`config.mk`:
```
export PLATFORM = sky130hd
export DESIGN_NAME = load_store_unit
export DESIGN_NICKNAME = d
export VERILOG_FILES = /design/src/rtl/lsu_pkg.sv /design/src/rtl/load_extend.sv /design/src/rtl/load_store_unit.sv
export SDC_FILE = /design/constraint.sdc
export NUM_CORES = 1
export LEC_CHECK = 0
export ABC_AREA = 0
export ABC_CLOCK_PERIOD_IN_PS = 3500
export CORE_MARGIN = 2
export CORE_UTILIZATION = 35
export DETAILED_ROUTE_END_ITERATION = 8
export PLACE_DENSITY = 0.79
export SYNTH_ARGS = -nofsm -noshare
export SYNTH_HDL_FRONTEND = slang
export SYNTH_SLANG_ARGS = --single-unit
```
`constraint.sdc`:
```
create_clock -name i_clk -period 3.5 [get_ports i_clk]
set_clock_uncertainty 0.05 [all_clocks]
set_input_delay 0.35 -clock i_clk [delete_from_list [all_inputs] [get_ports i_clk]]
set_output_delay 0.35 -clock i_clk [all_outputs]
set_load 0.005 [all_outputs]
```
`src/rtl/lsu_pkg.sv`:
```
// Shared definitions for the RV32I load/store unit: funct3 size/sign codes
// and the request FSM state encoding.
package lsu_pkg;

  localparam logic [2:0] F3_B  = 3'b000;
  localparam logic [2:0] F3_H  = 3'b001;
  localparam logic [2:0] F3_W  = 3'b010;
  localparam logic [2:0] F3_BU = 3'b100;
  localparam logic [2:0] F3_HU = 3'b101;

  typedef enum logic [1:0] {
    ST_IDLE = 2'd0,
    ST_REQ  = 2'd1,
    ST_WAIT = 2'd2
  } lsu_state_e;

endpackage

```
`src/rtl/load_extend.sv`:
```
// Load data extraction: shifts the addressed byte/half down to bit 0 and
// sign- or zero-extends it according to funct3.
module load_extend
  import lsu_pkg::*;
(
  input  logic [31:0] rdata,
  input  logic [1:0]  byte_off,
  input  logic [2:0]  funct3,
  output logic [31:0] data
);

  logic [31:0] shifted;

  always_comb begin
    shifted = rdata >> {byte_off, 3'b000};
    case (funct3)
      F3_B:    data = {{24{shifted[7]}}, shifted[7:0]};
      F3_H:    data = {{16{shifted[15]}}, shifted[15:0]};
      F3_BU:   data = {24'h0, shifted[7:0]};
      F3_HU:   data = {16'h0, shifted[15:0]};
      default: data = shifted;
    endcase
  end

endmodule

```
`src/rtl/load_store_unit.sv`:
```
// RV32I load/store unit: IDLE -> REQ -> WAIT request FSM with registered outputs.
// Optional request timeout enabled by defining LSU_TIMEOUT_EN.
module load_store_unit
  import lsu_pkg::*;
#(
  parameter int TIMEOUT_CYCLES = 256
) (
  input  logic        i_clk,
  input  logic        i_rst,
  input  logic        i_valid,
  input  logic        i_load,
  input  logic        i_store,
  input  logic [2:0]  i_funct3,
  input  logic [31:0] i_addr,
  input  logic [31:0] i_wdata,
  output logic        o_busy,
  output logic        o_done,
  output logic [31:0] o_rdata,
  output logic        o_err_align,
  output logic        o_fault,
  output logic        o_mem_req,
  output logic        o_mem_we,
  output logic [31:0] o_mem_addr,
  output logic [3:0]  o_mem_wmask,
  output logic [31:0] o_mem_wdata,
  input  logic        i_mem_ready,
  input  logic        i_mem_valid,
  input  logic [31:0] i_mem_rdata
);

  // Memory handshake: o_mem_req with addr/we/wmask/wdata is held constant
  // until a cycle with i_mem_ready=1 (accept). The response is the first cycle
  // with i_mem_valid=1 at or after the accept cycle; both outside REQ/WAIT are ignored.

  if (TIMEOUT_CYCLES < 1) begin : g_bad_timeout
    $error("TIMEOUT_CYCLES must be at least 1");
  end

  lsu_state_e  state;
  logic [31:0] addr_q;
  logic [2:0]  funct3_q;
  logic        load_q;

  logic        accept;
  logic        op_ok;
  logic [3:0]  st_mask;
  logic [31:0] st_wdata;
  logic        mem_done;
  logic [31:0] ext_data;

  load_extend u_load_extend (
    .rdata    (i_mem_rdata),
    .byte_off (addr_q[1:0]),
    .funct3   (funct3_q),
    .data     (ext_data)
  );

  // o_busy is also high during the o_done cycle, which blocks a new accept there.
  assign accept = (state == ST_IDLE) && !o_busy && i_valid && (i_load || i_store);

  assign mem_done = ((state == ST_REQ) && i_mem_ready && i_mem_valid) ||
                    ((state == ST_WAIT) && i_mem_valid);

  // Legality/alignment of the incoming op; unsigned sizes exist only for loads.
  always_comb begin
    op_ok = 1'b0;
    case (i_funct3)
      F3_B:    op_ok = 1'b1;
      F3_H:    op_ok = ~i_addr[0];
      F3_W:    op_ok = (i_addr[1:0] == 2'b00);
      F3_BU:   op_ok = i_load;
      F3_HU:   op_ok = i_load && ~i_addr[0];
      default: op_ok = 1'b0;
    endcase
  end

  always_comb begin
    st_mask  = 4'b1111;
    st_wdata = i_wdata;
    case (i_funct3)
      F3_B: begin
        st_mask  = 4'b0001 << i_addr[1:0];
        st_wdata = {4{i_wdata[7:0]}};
      end
      F3_H: begin
        st_mask  = 4'b0011 << i_addr[1:0];
        st_wdata = {2{i_wdata[15:0]}};
      end
      default: begin
        st_mask  = 4'b1111;
        st_wdata = i_wdata;
      end
    endcase
  end

`ifdef LSU_TIMEOUT_EN
  localparam int CNT_W = $clog2(TIMEOUT_CYCLES + 1);
  localparam logic [CNT_W-1:0] CNT_LAST = CNT_W'(TIMEOUT_CYCLES - 1);
  logic [CNT_W-1:0] cnt;
`else
  assign o_fault = 1'b0;
`endif

  always_ff @(posedge i_clk or posedge i_rst) begin
    if (i_rst) begin
      state       <= ST_IDLE;
      addr_q      <= '0;
      funct3_q    <= '0;
      load_q      <= 1'b0;
      o_busy      <= 1'b0;
      o_done      <= 1'b0;
      o_rdata     <= '0;
      o_err_align <= 1'b0;
      o_mem_req   <= 1'b0;
      o_mem_we    <= 1'b0;
      o_mem_addr  <= '0;
      o_mem_wmask <= '0;
      o_mem_wdata <= '0;
`ifdef LSU_TIMEOUT_EN
      o_fault     <= 1'b0;
      cnt         <= '0;
`endif
    end else begin
      o_done      <= 1'b0;
      o_err_align <= 1'b0;
`ifdef LSU_TIMEOUT_EN
      o_fault     <= 1'b0;
`endif
      case (state)
        ST_IDLE: begin
          o_busy <= 1'b0;
          if (accept) begin
            addr_q   <= i_addr;
            funct3_q <= i_funct3;
            load_q   <= i_load;
            o_busy   <= 1'b1;
            if (!op_ok) begin
              o_done      <= 1'b1;
              o_err_align <= 1'b1;
            end else begin
              state       <= ST_REQ;
              o_mem_req   <= 1'b1;
              o_mem_we    <= ~i_load;
              o_mem_addr  <= {i_addr[31:2], 2'b00};
              o_mem_wmask <= i_load ? 4'b0000 : st_mask;
              o_mem_wdata <= i_load ? 32'h0 : st_wdata;
`ifdef LSU_TIMEOUT_EN
              cnt         <= '0;
`endif
            end
          end
        end
        ST_REQ: begin
          if (i_mem_ready) begin
            state       <= ST_WAIT;
            o_mem_req   <= 1'b0;
            o_mem_we    <= 1'b0;
            o_mem_wmask <= 4'b0000;
          end
        end
        default: ;
      endcase

      if (mem_done) begin
        state  <= ST_IDLE;
        o_done <= 1'b1;
        if (load_q) o_rdata <= ext_data;
      end
`ifdef LSU_TIMEOUT_EN
      else if (state != ST_IDLE) begin
        if (cnt == CNT_LAST) begin
          state       <= ST_IDLE;
          o_mem_req   <= 1'b0;
          o_mem_we    <= 1'b0;
          o_mem_wmask <= 4'b0000;
          o_done      <= 1'b1;
          o_fault     <= 1'b1;
          o_rdata     <= '0;
        end else begin
          cnt <= cnt + 1'b1;
        end
      end
`endif
    end
  end

endmodule

```
* Yosys cells after proc, flatten, opt, wreduce, memory -nomap -nowiden
Index checks and enable logic that the tools add are counted.
W data, S select, Z words.
** Operators by class
- Equality and inequality tests :: 15
- Shift-type cells :: 3
- Multiplexer cells :: 27
- Bitwise operators :: 2
- Reductions and logical operators :: 21
** Operators with widths (number)
- $pmux W32 S4 :: 1
- $pmux W32 S2 :: 1
- $mux W32 :: 1
- $shr A32 B5 Y32 :: 1
- $mux W4 :: 4
- $pmux W4 S2 :: 2
- $eq A3 B3 Y1 const B :: 4
- $mux W1 :: 10
- $ne A3 B3 Y1 const B :: 3
- $mux W2 :: 4
- $reduce_and A4 Y1 :: 2
- $logic_and A1 B1 Y1 :: 7
- $eq A3 B1 Y1 const B :: 2
- $logic_not A3 Y1 :: 2
- $ne A2 B2 Y1 const B :: 3
- $pmux W1 S5 :: 1
- $logic_not A2 Y1 :: 2
- $pmux W1 S2 :: 2
- $pmux W2 S2 :: 1
- $reduce_and A2 Y1 :: 2
- $shl A1 B2 Y4 const A :: 1
- $shl A2 B2 Y4 const A :: 1
- $eq A3 B2 Y1 const B :: 1
- $reduce_and A3 Y1 :: 1
- other kinds (7) :: 9
** Word-level totals
- Flip-flop bits (word level) :: 111
- Input port bits :: 106
- Output and inout port bits :: 106
- Word-level logic and storage cells :: 81

* Longest topological paths before layout
Gate-level depths: netlist of the first run.
- Depth after elaboration :: 7
- Mapped depth :: 8
- Depth with buffers taken out :: 4

* Cells and area by module
From an unflattened synthesis of the first run, not the netlist that was laid out.
** Unflattened totals
- Cell total of the unflattened synthesis :: 480
- Area, all modules :: 5430.2 µm²
** Modules (own cells, without submodules)
- load_store_unit :: times used 1, cells an instance 373, area an instance 4735.8 µm², sequential area each 2777.7 µm²
- load_extend :: times used 1, cells an instance 107, area an instance 694.4 µm², sequential area each 0.0 µm²

* Worst setup path after synthesis of the first run
Ideal clock, no wire load.
- Path type :: register to register
- Start :: register state[1]
- End :: register o_mem_addr[2]
- Library setup time :: 125 ps
- Arrival :: 1655 ps
- Required time :: 3325 ps
- Slack :: 1670 ps
- Stages on the path, launching flop included :: 8
- Buffers on the path :: 3
- Period minus slack after synthesis :: 1830 ps
- Path through :: dfrtp_1 -> nor4b_4 -> o21a_4 -> o21a_4 -> buf_6 -> buf_12 -> buf_12 -> mux2_4
** On the way
- Cells in the longest elaborated chain, start to end :: 5
** Ends and longest elaborated chain
- start: declaration :: line load_store_unit.sv:39 : lsu_state_e state;
- start signal: assignment :: line load_store_unit.sv:106 : state <= ST_IDLE;
- start signal: assignment :: line load_store_unit.sv:141 : state <= ST_REQ;
- start signal: assignment :: line load_store_unit.sv:155 : state <= ST_WAIT;
- $logic_not A2 Y1 * :: line load_store_unit.sv:59, load_store_unit.sv:129
- $logic_and A1 B1 Y1 (3 in series) :: line load_store_unit.sv:59 : assign accept = (state == ST_IDLE) && !o_busy && i_valid && (i_load || i_store);
- $reduce_and A3 Y1 (no source line) *
- end signal: assignment :: line load_store_unit.sv:144 : o_mem_addr <= {i_addr[31:2], 2'b00};
- end: declaration :: line load_store_unit.sv:23 : output logic [31:0] o_mem_addr,
Mark *: on every way between the ends. The rest lies on a longest branch, timed or not.
A chain may end at the register's enable or synchronous reset.

* Worst setup path after layout of the first run
- Start :: input i_funct3[0]
- End :: register o_mem_addr[22]
** On the way
- Cells in the longest elaborated chain, start to end :: 3
- Elaborated cells between the ends (all ways) :: 7
- Classes of those cells :: 4 x eq/ne; 1 x mux; 2 x reduce/logical
** Ends and longest elaborated chain
- start: declaration :: line load_store_unit.sv:13 : input logic [2:0] i_funct3,
- $eq A3 B3 Y1 (tied with other cells) :: line load_store_unit.sv:67 : case (i_funct3)
- $pmux W1 S5 * :: line load_store_unit.sv:67
- $reduce_and A3 Y1 (no source line) *
Marked as above.

==> results of run 1 <==
cell usage after synthesis, types with 3 or more instances:
cell / number
a211oi_1: 10
a21o_1: 3
a21oi_1: 25
a221oi_1: 6
and2_1: 9
buf_2: 8
buf_4: 9
clkbuf_1: 12
dfrtp_1: 111
inv_1: 4
mux2_2: 67
mux2_4: 3
mux2i_1: 31
nand2_1: 66
nor2_1: 29
nor2b_1: 8
o21ai_0: 23
o22a_1: 16
o31ai_1: 8
area by class of cell:
cell class	count	share of cell area [%]
flip-flops and latches	111	35.1
multi-input cells	329	30.2
repair buffers	215	27.1
clock buffers	12	3.37
well taps	188	2.97
clock inverters	4	0.964
inverters	6	0.316
sequential cells by signal (all words and copies together) (netlist names):
register	flops
o_mem_we	1
o_mem_addr	30
o_mem_req	1
o_done	1
o_mem_wmask	4
funct3_q	3
load_q	1
o_err_align	1
o_rdata	32
o_mem_wdata	32
state	2
o_busy	1
addr_q	2
cells by family after synthesis:
logic type	after synthesis
multiplexers	101
AO/OA/AOI/OAI	102
flip-flops	111
buffers and inverters	39
other	1
AND/OR/NAND/NOR	123
worst max-delay path by stage:
| stage | startpoint | to |
|---|---|---|
| after floorplan | i_rst | addr_q[0] |
| after global placement | i_load | o_mem_addr[17] |
| after detailed placement | i_funct3[0] | o_mem_addr[31] |
| after CTS | i_funct3[0] | o_mem_addr[31] |
| after global routing | i_funct3[0] | o_mem_addr[17] |
| final | i_funct3[0] | o_mem_addr[22] |
metal layers:
layer / track usage, % / routed length, um / part of all wire (%) / vias to the layer above
met3: 4.26 / 1070 / 7.2 / 24
li1: - / - / - / 2072
met5: 0 / 0 / 0 / -
met1: 23.1 / 6250 / 42 / 2144
met2: 31.3 / 7330 / 49 / 185
met4: 7.50 / 320 / 2.1 / 0
power breakdown:
| group | switching (mW) | internal, mW | total [mW] |
|---|---|---|---|
| clock network | 0.460 | 0.688 | 1.15 |
| registers | 0.373 | 1.90 | 2.27 |
| logic | 1.03 | 1.75 | 2.77 |
worst max-delay path: stages:
cell and delay, ps:
clkdlybuf4s50_1 630, nor4_2 450, o21a_4 380, buf_12 310, mux2_2 380
through the flow:
| stage | std cells | setup WS (ps) | total power, mW | utilization [%] | cell area [um^2] |
|---|---|---|---|---|---|
| 3_5_place_dp | 849 | 762 | 5.09 | 50.0 | 7580 |
| 4_1_cts | 865 | 1140 | 6.26 | 52.3 | 7920 |
| 5_1_grt | 865 | 1010 | 6.59 | 52.3 | 7920 |
| 2_1_floorplan | 479 | 169 | 3.48 | - | 5400 |
| 6_report | 865 | 1130 | 6.19 | 52.3 | 7920 |
| 3_3_place_gp | 849 | 868 | 4.99 | 50.0 | 7580 |
==> impl_metrics.csv, run 1 <==
group,metric,value,unit
cts,clk_pin_slew,70,ps
cts,cts_sinks,111,
floorplan,num_io_pins,212,
drt,route.vias.total,4425,
run_status,outcome,"completed",
floorplan,dieWidth,128,um
synthesis,synth_compound_area_share,13.1,%
worst_setup_path,rrSetupSlack,1260,ps
cts,cts_tree,"built",
cts,post_cts_buffers,0,
synthesis,async_flop_share,100,%
synthesis,synth_top_family_by_area,"multiplexers",
floorplan,num_rows,45,
cts,clk_path_buf_depth,2,
floorplan,initial_utilization,35.6,%
global_routing,grt_pass1_wl,23900,um
cts,numCtsBuffers,9,
synthesis,syn_inst,477,
synthesis,yosys.area_share.adder,0,%
synthesis,yosysWarnings,0,
synthesis,ys_seq_area_share,51.5,%
worst_setup_path,required,3680,ps
synthesis,yosys_most_used_dff,"dfrtp_1",
final_layout,area_growth,46.9,%
synthesis,synth.area.top_cells,"dfrtp_1 52%, mux2_2 14%, mux2i_1 5.8%",
synthesis,synth_simple_gate_area_share,10.4,%
power_and_ir_drop,p_leak,3.33,nW
worst_setup_path,startpoint_type,"primary input",
drt,drc,0,
global_routing,grt_overflow_total,0,
sta,max_slew_margin,31.3,%
drt,routedWlPerCell,17.3,um
synthesis,synth-seq-cells,111,
final_layout,layout_common_cells,"208 x clkdlybuf4s50_1, 111 x dfrtp_1, 67 x mux2_2, 66 x nand2_1, 31 x mux2i_1",
worst_setup_path,critical_path_class,"in2reg",
synthesis,synthesis.area,5390,um^2
placement,place_hpwl,11300,um
worst_setup_path,rr_startpoint,"state[1]",
sta,period_share,67.6,%
sta,finalSetupTns,0,ps
cts,clk_latency,350,ps
drt,drt_iter0_markers,211,
global_routing,grt.total_usage,18.6,%
synthesis,synth_top_cell_by_area,"dfrtp_1",
final_layout,n_fill_cell,1308,
synthesis,synth_xor_area_share,0,%
final_layout,multi_input_area,2390,um^2
sta,tightestPinTransition,1030,ps
floorplan,dieArea,16400,um^2
worst_setup_path,critPathArrivalTime,2550,ps
synthesis,muxShareOfSynthArea,20.6,%
synthesis,synthDistinctLibCells,42,
sta,max_freq,0.423,GHz
global_routing,grt_pass1_vias,4690,
drt,drtPass1Iterations,4,
drt,ant_nets,0,
worst_setup_path,r2r_cells,5,
sta,fin_crit,2370,ps
synthesis,synth-edff-count,0,
global_routing,antenna_found_initial,0,
sta,setup_viol,0,
power_and_ir_drop,ir_drop,0.000376,V
run,maxCapViolations,0,
final_layout,diodes,0,
power_and_ir_drop,powerDensity,782,nW/um^2
synthesis,synth_top_area_share,51.5,%
final_layout,seqCellArea,2780,um^2
cts,cts_root_buf,"clkbuf_16",
final_layout,final_nets,778,
worst_setup_path,endpoint_kind,"flop",
sta,fin_hold_ws,355,ps
global_routing,grt_max_degree,52,
final_layout,layout-drive-gt1-share,15.7,%
synthesis,postSynthAreaPerCell,11.3,um^2
min_path,hold_class,"in2async",
worst_setup_path,critPathMaxFanout,51,
sta,rsz0062_at_grt,"false",
cts,hold_buffers,0,
drt,via_per_inst,5.12,
cts,ctsResizeCount,0,
drt,routed_wl,15000,um
cts,h-tree-depth,3,
placement,port_buffers,208,
sta,report.final.slew_viol_count,0,
floorplan,fp.dieH,128,um
worst_setup_path,reg2reg_to,"o_mem_addr[22]",
final_layout,final_common_cell,"clkdlybuf4s50_1",
sta,hold_viol,0,
placement,place_congestion,0.852,
floorplan,core,15100,um^2
(Power assumes the default switching activity.)
==> run 2, diff against run 1 <==
--- a/config.mk
+++ b/config.mk
@@ -6,7 +6,7 @@
 export NUM_CORES = 1
 export LEC_CHECK = 0
 export ABC_AREA = 0
-export ABC_CLOCK_PERIOD_IN_PS = 3500
+export ABC_CLOCK_PERIOD_IN_PS = 2100
 export CORE_MARGIN = 2
 export CORE_UTILIZATION = 35
 export DETAILED_ROUTE_END_ITERATION = 8
==> constraint.sdc (replaced) <==
create_clock -name i_clk -period 2.1 [get_ports i_clk]
set_clock_uncertainty 0.05 [all_clocks]
set_input_delay 0.21 -clock i_clk [delete_from_list [all_inputs] [get_ports i_clk]]
set_output_delay 0.21 -clock i_clk [all_outputs]
set_load 0.005 [all_outputs]
==> impl_metrics.csv, run 2 (synthesis gave the netlist of run 1 again) <==
group,metric,value,unit
sta,fin_ws,131,ps
floorplan,fp.dieH,128,um
global_routing,antenna_found_initial,0,
drt,ant_nets,0,
final_layout,final_nets,800,
drt,drtPass1Iterations,5,
final_layout,layout_common_cells,"208 x clkdlybuf4s50_1, 111 x dfrtp_1, 67 x mux2_2, 66 x nand2_1, 31 x mux2i_1",
placement,place_congestion,0.864,
worst_setup_path,startpoint_type,"flop",
final_layout,stdcell_area,8150,um^2
worst_setup_path,cp.buffers_inverters,1,
drt,routed_wl,15400,um
sta,tightestPinTransition,792,ps
run_status,outcome,"completed",
power_and_ir_drop,powerDensity,1300,nW/um^2
power_and_ir_drop,ir_drop,0.000610,V
run,maxCapViolations,0,
worst_setup_path,critPathMaxFanout,28,
sta,max_freq,0.508,GHz
placement,pre_cts_ws,-65.3,ps
worst_setup_path,max_stage_delay,440,ps
global_routing,grt.total_usage,19.1,%
floorplan,dieArea,16400,um^2
floorplan,initial_utilization,35.6,%
cts,cts_tree,"built",
cts,clk_path_buf_depth,2,
placement,dp_cells,871,
drt,via_per_inst,5.16,
worst_setup_path,path_cells,"nor4b_4, o21a_4, o21a_4, buf_12, mux2_2",
final_layout,area_growth,51.2,%
sta,rsz0062_at_grt,"false",
final_layout,diodes,0,
floorplan,core,15100,um^2
cts,cts_root_buf,"clkbuf_16",
final_layout,n_fill_cell,1251,
floorplan,dieWidth,128,um
drt,routedWlPerCell,17.4,um
placement,placed_cell_area,7790,um^2
global_routing,grt_pass1_vias,4662,
cts,post_cts_buffers,0,
worst_setup_path,required,2280,ps
cts,cts_sinks,111,
global_routing,grt_max_degree,112,
floorplan,num_rows,45,
final_layout,fin_cells,887,
cts,clk_pin_slew,70,ps
worst_setup_path,cpMaxStageDelayCell,"dfrtp_1",
power_and_ir_drop,p_leak,3.46,nW
min_path,hold_class,"in2async",
final_layout,top_regs,"o_mem_wdata: 32 flops, o_rdata: 32 flops, o_mem_addr: 30 flops",
global_routing,grt_pass1_wl,24600,um
sta,report.final.slew_viol_count,0,
sta,period_share,93.8,%
final_layout,final_common_cell,"clkdlybuf4s50_1",
worst_setup_path,endpoint_kind,"flop",
sta,max_slew_margin,46.8,%
worst_setup_path,crit_family,"flip-flops",
cts,clk_latency,350,ps
floorplan,num_io_pins,212,
worst_setup_path,crit_top_cell,"o21a_4",
final_layout,fin_util,53.8,%
worst_setup_path,critPathArrivalTime,2150,ps
sta,fin_crit,1970,ps
drt,route.vias.total,4573,
worst_setup_path,critical_path_class,"reg2reg",
placement,place_hpwl,11500,um
final_layout,layout-drive-gt1-share,18.5,%
placement,port_buffers,208,
cts,h-tree-depth,3,
cts,numCtsBuffers,9,
global_routing,grt_overflow_total,0,
drt,drc,0,
sta,setup_viol,0,
drt,drt_iter0_markers,258,
sta,hold_viol,0,
==> run 2: cell count changes in the layout (fill, tap and decap cells not counted) <==
cell / before / now
a21o_1: 3 / 2
buf_4: 6 / 24
clkbuf_8: 3 / 2
clkinv_2: 0 / 1
a21o_2: 0 / 1
buf_12: 1 / 5
inv_4: 1 / 0
bufinv_16: 2 / 3
==> run 2: layout make-up <==
class / instances / area (um^2) / share of cell area, %
sequential: 111 / 2780 / 34.1
clock buffer: 11 / 253 / 3.10
tap: 188 / 235 / 2.89
multi-input combinational: 329 / 2390 / 29.4
inverter: 6 / 26.3 / 0.322
timing repair buffer: 237 / 2360 / 29.0
clock inverter: 5 / 104 / 1.27
==> run 2: through the flow <==
stage               power, mW  setup TNS [ps]  hold WS (ps)
floorplan                5.80               0           265
global placement         8.46               0           407
detailed placement       8.62           -1860           413
CTS                      10.7               0           352
global route             11.2               0           351
finish                   10.6               0           322
==> run 2: power breakdown <==
part	internal [mW]	switching, mW
Sequential	3.17	0.643
Combinational	3.01	1.73
Clock	1.23	0.789
==> run 2: path summary, 6_finish.rpt <==
path                             from         endpoint  slack, ps  cells after the start
min in group i_clk         i_addr[26]   o_mem_addr[26]        420                      2
max in group asynchronous       i_rst  o_mem_wdata[21]       1220                      3
hold reg to reg            o_rdata[0]       o_rdata[0]        420                      2
setup reg to reg             state[1]   o_mem_addr[31]        130                      5
setup / recovery             state[1]   o_mem_addr[31]        130                      5
hold / removal                  i_rst      o_rdata[11]        320                      3
==> run 2: worst register-to-register path, stage by stage (launching register included) <==
cell and delay [ps]:
dfrtp_1 440, nor4b_4 380, o21a_4 190, o21a_4 200, buf_12 200, mux2_2 380
==> run 2: metal layers <==
layer / GRT usage [%] / vias to the layer above / part of all wire (%)
li1: - / 2114 / -
met4: 8.40 / 0 / 2.3
met2: 31.0 / 220 / 47
met3: 4.42 / 22 / 7.4
met5: 0 / - / 0
met1: 24.6 / 2217 / 43
==> run 2: timing repair <==
action	CTS	global route
setup endpoints to repair	0	2
hold buffers	0	0
gates resized for setup	0	1
endpoints found under the hold margin	0	0
